$ cat config.mk
export PLATFORM = sky130hd
export DESIGN_NAME = data_cache
export DESIGN_NICKNAME = d
export VERILOG_FILES = /design/src/rtl/data_cache_pkg.sv /design/src/rtl/data_cache_array.sv /design/src/rtl/data_cache.sv
export SDC_FILE = /design/constraint.sdc
export NUM_CORES = 1
export LEC_CHECK = 0
export BUFFER_PORTS_ARGS = -buffer_cell sky130_fd_sc_hd__buf_2
export CAP_MARGIN = 0
export CORE_UTILIZATION = 45
export CTS_BUF_LIST = sky130_fd_sc_hd__clkbuf_8
export DETAILED_ROUTE_END_ITERATION = 7
export PLACE_DENSITY = 0.61
export SETUP_SLACK_MARGIN = 0.5
export SYNTH_ARGS = -nofsm -noshare
export SYNTH_HDL_FRONTEND = slang
export SYNTH_SLANG_ARGS = --single-unit
$ cat constraint.sdc
create_clock -name Clk -period 15.6 [get_ports Clk]
set_input_delay 0.78 -clock Clk [delete_from_list [all_inputs] [get_ports Clk]]
set_output_delay 0.78 -clock Clk [all_outputs]
set_load 0.005 [all_outputs]
$ cat src/rtl/data_cache_pkg.sv
// Shared definitions for the L1 data cache: FSM states, address field positions
// and the block word-merge helper.
package data_cache_pkg;

    typedef enum logic [1:0] {
        IDLE  = 2'd0,
        FILL  = 2'd1,
        WRITE = 2'd2
    } state_t;

    localparam int BLOCK_WORDS = 2;
    localparam int WORD_BIT    = 2;
    localparam int INDEX_LSB   = 3;
    localparam int BLOCK_BITS  = 32 * BLOCK_WORDS;

    // Replace one 32-bit word of a block; word 0 lives in the low half.
    function automatic logic [BLOCK_BITS-1:0] merge_word(
        input logic [BLOCK_BITS-1:0] blk,
        input logic                  sel,
        input logic [31:0]           word
    );
        logic [BLOCK_BITS-1:0] res;
        res = blk;
        if (sel) begin
            res[63:32] = word;
        end else begin
            res[31:0] = word;
        end
        return res;
    endfunction

endpackage

$ cat src/rtl/data_cache_array.sv
// Valid/tag/data storage for the direct-mapped cache: combinational read,
// one full-line write port, valid bits cleared asynchronously on reset.
module data_cache_array
    import data_cache_pkg::*;
#(
    parameter int NUM_SETS   = 8,
    parameter int INDEX_BITS = 3,
    parameter int TAG_BITS   = 26
) (
    input  logic                  clk,
    input  logic                  rst,
    input  logic [INDEX_BITS-1:0] rd_index,
    output logic                  rd_valid,
    output logic [TAG_BITS-1:0]   rd_tag,
    output logic [BLOCK_BITS-1:0] rd_data,
    input  logic                  wr_en,
    input  logic [INDEX_BITS-1:0] wr_index,
    input  logic [TAG_BITS-1:0]   wr_tag,
    input  logic [BLOCK_BITS-1:0] wr_data
);

    logic [NUM_SETS-1:0]   valid;
    logic [TAG_BITS-1:0]   tags  [NUM_SETS];
    logic [BLOCK_BITS-1:0] lines [NUM_SETS];

    always_ff @(posedge clk or posedge rst) begin
        if (rst) begin
            valid <= '0;
        end else if (wr_en) begin
            valid[wr_index] <= 1'b1;
        end
    end

    // Tag and data need no reset: they are meaningless while valid is clear.
    always_ff @(posedge clk) begin
        if (wr_en) begin
            tags[wr_index]  <= wr_tag;
            lines[wr_index] <= wr_data;
        end
    end

    assign rd_valid = valid[rd_index];
    assign rd_tag   = tags[rd_index];
    assign rd_data  = lines[rd_index];

endmodule

$ cat src/rtl/data_cache.sv
// Direct-mapped, write-through, write-allocate L1 data cache with a 2-word block
// fill handshake (ReadMiss/ReadReady) and write-through handshake (MemWriteThrough/WriteReady).
module data_cache
    import data_cache_pkg::*;
#(
    parameter int NUM_SETS   = 8,
    parameter int INDEX_BITS = 3
) (
    input  logic                  Clk,
    input  logic                  Rst,
    input  logic [31:0]           Address,
    input  logic                  MemRead,
    input  logic                  MemWrite,
    input  logic [31:0]           Write_data,
    output logic [31:0]           Read_data,
    output logic                  Stall,
    output logic [31:0]           Mem_Address,
    output logic [BLOCK_BITS-1:0] Mem_Write_data,
    input  logic [BLOCK_BITS-1:0] Mem_Read_data,
    output logic                  ReadMiss,
    input  logic                  ReadReady,
    output logic                  MemWriteThrough,
    input  logic                  WriteReady
);

    localparam int TAG_LSB  = INDEX_LSB + INDEX_BITS;
    localparam int TAG_BITS = 32 - TAG_LSB;

    state_t state, state_next;

    logic [31:2]           req_addr;
    logic [31:0]           req_wdata;
    logic                  req_write;

    logic [INDEX_BITS-1:0] live_index, req_index;
    logic [TAG_BITS-1:0]   live_tag, req_tag;

    logic                  line_valid;
    logic [TAG_BITS-1:0]   line_tag;
    logic [BLOCK_BITS-1:0] line_data;
    logic                  hit;

    logic                  wr_en;
    logic [INDEX_BITS-1:0] wr_index;
    logic [TAG_BITS-1:0]   wr_tag;
    logic [BLOCK_BITS-1:0] wr_data;

    logic [BLOCK_BITS-1:0] hit_merged, fill_merged;
    logic                  read_miss_next, write_through_next;
    logic [BLOCK_BITS-1:0] mem_wdata_next;

    logic                  unused_bits;

    assign live_index = Address[TAG_LSB-1:INDEX_LSB];
    assign live_tag   = Address[31:TAG_LSB];
    assign req_index  = req_addr[TAG_LSB-1:INDEX_LSB];
    assign req_tag    = req_addr[31:TAG_LSB];
    assign unused_bits = ^Address[1:0];

    data_cache_array #(
        .NUM_SETS   (NUM_SETS),
        .INDEX_BITS (INDEX_BITS),
        .TAG_BITS   (TAG_BITS)
    ) u_array (
        .clk      (Clk),
        .rst      (Rst),
        .rd_index (live_index),
        .rd_valid (line_valid),
        .rd_tag   (line_tag),
        .rd_data  (line_data),
        .wr_en    (wr_en),
        .wr_index (wr_index),
        .wr_tag   (wr_tag),
        .wr_data  (wr_data)
    );

    assign hit       = line_valid && (line_tag == live_tag);
    assign Read_data = !hit ? 32'h0 :
                       (Address[WORD_BIT] ? line_data[63:32] : line_data[31:0]);

    assign hit_merged  = merge_word(line_data, Address[WORD_BIT], Write_data);
    assign fill_merged = merge_word(Mem_Read_data, req_addr[WORD_BIT], req_wdata);

    // While a transaction is outstanding the memory sees the request latched at IDLE exit.
    assign Mem_Address = (state == IDLE) ? {Address[31:INDEX_LSB], 3'b000}
                                         : {req_addr[31:INDEX_LSB], 3'b000};

    always_ff @(posedge Clk) begin
        if (state == IDLE) begin
            req_addr  <= Address[31:2];
            req_wdata <= Write_data;
        end
    end

    always_ff @(posedge Clk or posedge Rst) begin
        if (Rst) begin
            state           <= IDLE;
            req_write       <= 1'b0;
            ReadMiss        <= 1'b0;
            MemWriteThrough <= 1'b0;
            Mem_Write_data  <= '0;
        end else begin
            state           <= state_next;
            ReadMiss        <= read_miss_next;
            MemWriteThrough <= write_through_next;
            Mem_Write_data  <= mem_wdata_next;
            if (state == IDLE) begin
                req_write <= MemWrite;
            end
        end
    end

    always_comb begin
        state_next         = state;
        Stall              = 1'b0;
        wr_en              = 1'b0;
        wr_index           = req_index;
        wr_tag             = req_tag;
        wr_data            = Mem_Read_data;
        read_miss_next     = ReadMiss;
        write_through_next = MemWriteThrough;
        mem_wdata_next     = Mem_Write_data;

        case (state)
            IDLE: begin
                if (MemWrite) begin
                    Stall = 1'b1;
                    if (hit) begin
                        wr_en              = 1'b1;
                        wr_index           = live_index;
                        wr_tag             = live_tag;
                        wr_data            = hit_merged;
                        mem_wdata_next     = hit_merged;
                        write_through_next = 1'b1;
                        state_next         = WRITE;
                    end else begin
                        read_miss_next = 1'b1;
                        state_next     = FILL;
                    end
                end else if (MemRead && !hit) begin
                    Stall          = 1'b1;
                    read_miss_next = 1'b1;
                    state_next     = FILL;
                end
            end

            FILL: begin
                Stall = 1'b1;
                if (ReadReady) begin
                    wr_en          = 1'b1;
                    read_miss_next = 1'b0;
                    if (req_write) begin
                        wr_data            = fill_merged;
                        mem_wdata_next     = fill_merged;
                        write_through_next = 1'b1;
                        state_next         = WRITE;
                    end else begin
                        state_next = IDLE;
                    end
                end
            end

            WRITE: begin
                // Release the pipeline on the completing edge itself.
                Stall = ~WriteReady;
                if (WriteReady) begin
                    write_through_next = 1'b0;
                    state_next         = IDLE;
                end
            end

            default: begin
                state_next = IDLE;
            end
        endcase
    end

endmodule

==> flow_summary.ini <==
[status]
run_status = finished, final reports clean

[layout]
layout_common_cells = edfxtp_1 (782), buf_2 (256), mux2i_1 (249)
postLayoutCellArea_sq_mm = 0.0414
multi_input_area_sq_mm = 0.0103
final_common_cell = edfxtp_1
stdcell_count = 3608
layout-drive-gt1-share = 0.290
fillers = 6658
seq_area_sq_mm = 0.0254
area_delta_synth_final_pct = 14.2
final_util = 0.522
fin_nets = 2571

[global_route]
grt_pass1_vias = 22341
antenna_found_initial = 17
grt_use_total = 0.248
grt_max_degree = 140
grt_pass1_wl_microns = 147000
grt_overflow = 0

[setup_path]
worst-path-buf-inv = 6
crit_chain = clkbuf_8, buf_4, buf_4, mux4_2, mux2i_1, xor2_1, nand3_1, or4_1, nor4_4, nand2_4, buf_4, o21ai_4, buf_4, buf_4
crit_path_end_kind = register
crit_family = buffers and inverters
cp.arrival_ns = 8.07
path_max_fanout = 68
slowest_stage = buf_4
cp.required_ns = 15.99
startpoint_type = input pin
cp_common_cell = buf_4
path_class = input pin to register
slowest_delay_ns = 0.83

[timing]
skew_ns = 0.0474
setup_viol = 0
tightest_slew_ns = 1.14
slew_headroom = 0.240
finalHoldViolCount = 0
final_max_slew_viol_count = 0
rsz0062_at_grt = no
setup_slack_ns = 7.92
hold_slack_ns = 0.184
totalNegativeSetupSlack_ns = 0
min_period_ns = 7.68
fmax_ghz = 0.130
period_share = 0.493

[power_and_ir_drop]
power.density_mw_per_mm2 = 147
p_leak_nw = 14.8
total_power_mw = 6.08
irDropWorstVdd_v = 0.0000786

[cts]
ctsResizeCount = 0
post-cts-setup-buffers = 0
cts_tree = built
root_buffer = clkbuf_8
clock_latency_ns = 0.81
cts_sinks = 859
cts_buffer_depth = 3
htree_levels = 4
path_clk_slew_ns = 0.06
cts_made_buffers = 145

[yosys]
syn_inst = 2135
synth-main-ff-cell = edfxtp_1
ys_warn_count = 0
avgSynthCellArea_sq_um = 17.0
synth_cell_types = 50
async_flop_share = 0.0896
ys_top_cells_by_area = edfxtp_1 (65%), mux2i_1 (6.9%), mux4_2 (6.0%)
yosysTopAreaCell = edfxtp_1
netlist_area_sq_mm = 0.0363
synth-seq-cells = 859
seq_area_frac_synth = 0.700
synth_top_area_frac = 0.647
synth_edf_count = 782

[placement]
dp_slack_ns = 6.95
gp_congestion = 0.817
port_buffers = 259
dp_cells = 3339
dpl_cell_area_sq_mm = 0.0388
hpwl_microns = 58400

[detailed_routing]
routedWlPerCell_microns = 28.0
drt_pre_antenna_iters = 5
drtAntennaViolNets = 0
totalWireLength_microns = 101000
vias = 21654
viasPerCell = 6.00
drc = 0
drt_iter0_drc = 2061

[flow_run]
drv_cap = 0

[floorplanning]
start_util = 0.457
design.core.area_sq_mm = 0.0794
die_w_microns = 286
dieArea_sq_mm = 0.0818
fp-row-count = 103
io_pins = 265
die_h_microns = 286

[worst_hold_path]
worst_hold_path_type = input pin to register
==> final cells by class <==
| cell class | instances | area share |
|---|---|---|
| inverter | 4 | 0.000423 |
| clock buffer | 152 | 0.0505 |
| timing repair buffer | 306 | 0.0411 |
| multi-input combinational | 1121 | 0.250 |
| tap | 1050 | 0.0317 |
| clock inverter | 112 | 0.0131 |
| antenna | 4 | 0.000242 |
| sequential | 859 | 0.613 |
==> report_power, final <==
group,switching [mW],internal [mW],total [mW]
combinational,0.680,0.468,1.15
sequential,0.168,2.92,3.09
clock,0.900,0.938,1.84
==> flip-flops by register name, indices dropped and copies added, names as in the netlist <==
signal,flops
MemWriteThrough,1
state,2
ReadMiss,1
u_array.tags,208
req_addr,30
u_array.lines,512
Mem_Write_data,64
req_write,1
req_wdata,32
u_array.valid,8
==> kinds of logic after synthesis <==
| group | synth area share |
|---|---|
| DFF | 0.700 |
| xor gates and xnor gates | 0.00410 |
| muxes | 0.156 |
| other | 0.000103 |
| buffers and inverters | 0.0195 |
| AOI/OAI and AO/OA | 0.0826 |
| and+or+nand+nor | 0.0379 |
==> path summary, 6_finish.rpt <==
check                              startpoint                   end  slack (ns)  cells after the start
max                                Address[3]  u_array.lines[0][34]        7.92                     14
min reg2reg                  u_array.valid[4]      u_array.valid[4]        0.47                      1
min                            Write_data[16]         req_wdata[16]        0.18                      1
min in group asynchronous                 Rst              ReadMiss        0.53                      3
max reg2reg                u_array.tags[7][5]  u_array.lines[0][34]        9.89                     11
max in group asynchronous                 Rst    Mem_Write_data[54]       13.81                      4
==> worst register-to-register path, cell delays in order, from the launching register on <==
cell and delay, ns:
edfxtp_1 0.36, mux4_2 0.47, mux2i_1 0.28, xnor2_1 0.10, nor4_1 0.58, nand4_1 0.30, nor4_4 0.81, nand2_4 0.12
buf_4 0.44, o21ai_4 0.63, buf_4 0.40, buf_4 0.78
==> per-layer routing <==
metal,part of all wire,global-route usage,up-vias
li1,-,-,9298
met1,0.41,0.326,11129
met2,0.47,0.395,1010
met3,0.092,0.0681,195
met4,0.025,0.0856,22
met5,0.0015,0,-
==> synthesized netlist by cell type, drive strengths merged (28+ instances only) <==
cell	number
a211oi	33
a221o	63
a221oi	31
a22oi	50
and2	35
and3	28
buf	60
clkbuf	93
dfrtp	77
edfxtp	782
mux2	88
mux2i	249
mux4	96
nand2	126
nor2	74
o21ai	87
o221a	64
==> what timing repair did <==
item | 4_1_cts | 5_1_grt
endpoints found under the hold margin | 21 | 0
hold buffers | 1 | 0
endpoints found under the setup margin | 0 | 0
(Power assumes the default switching activity.)
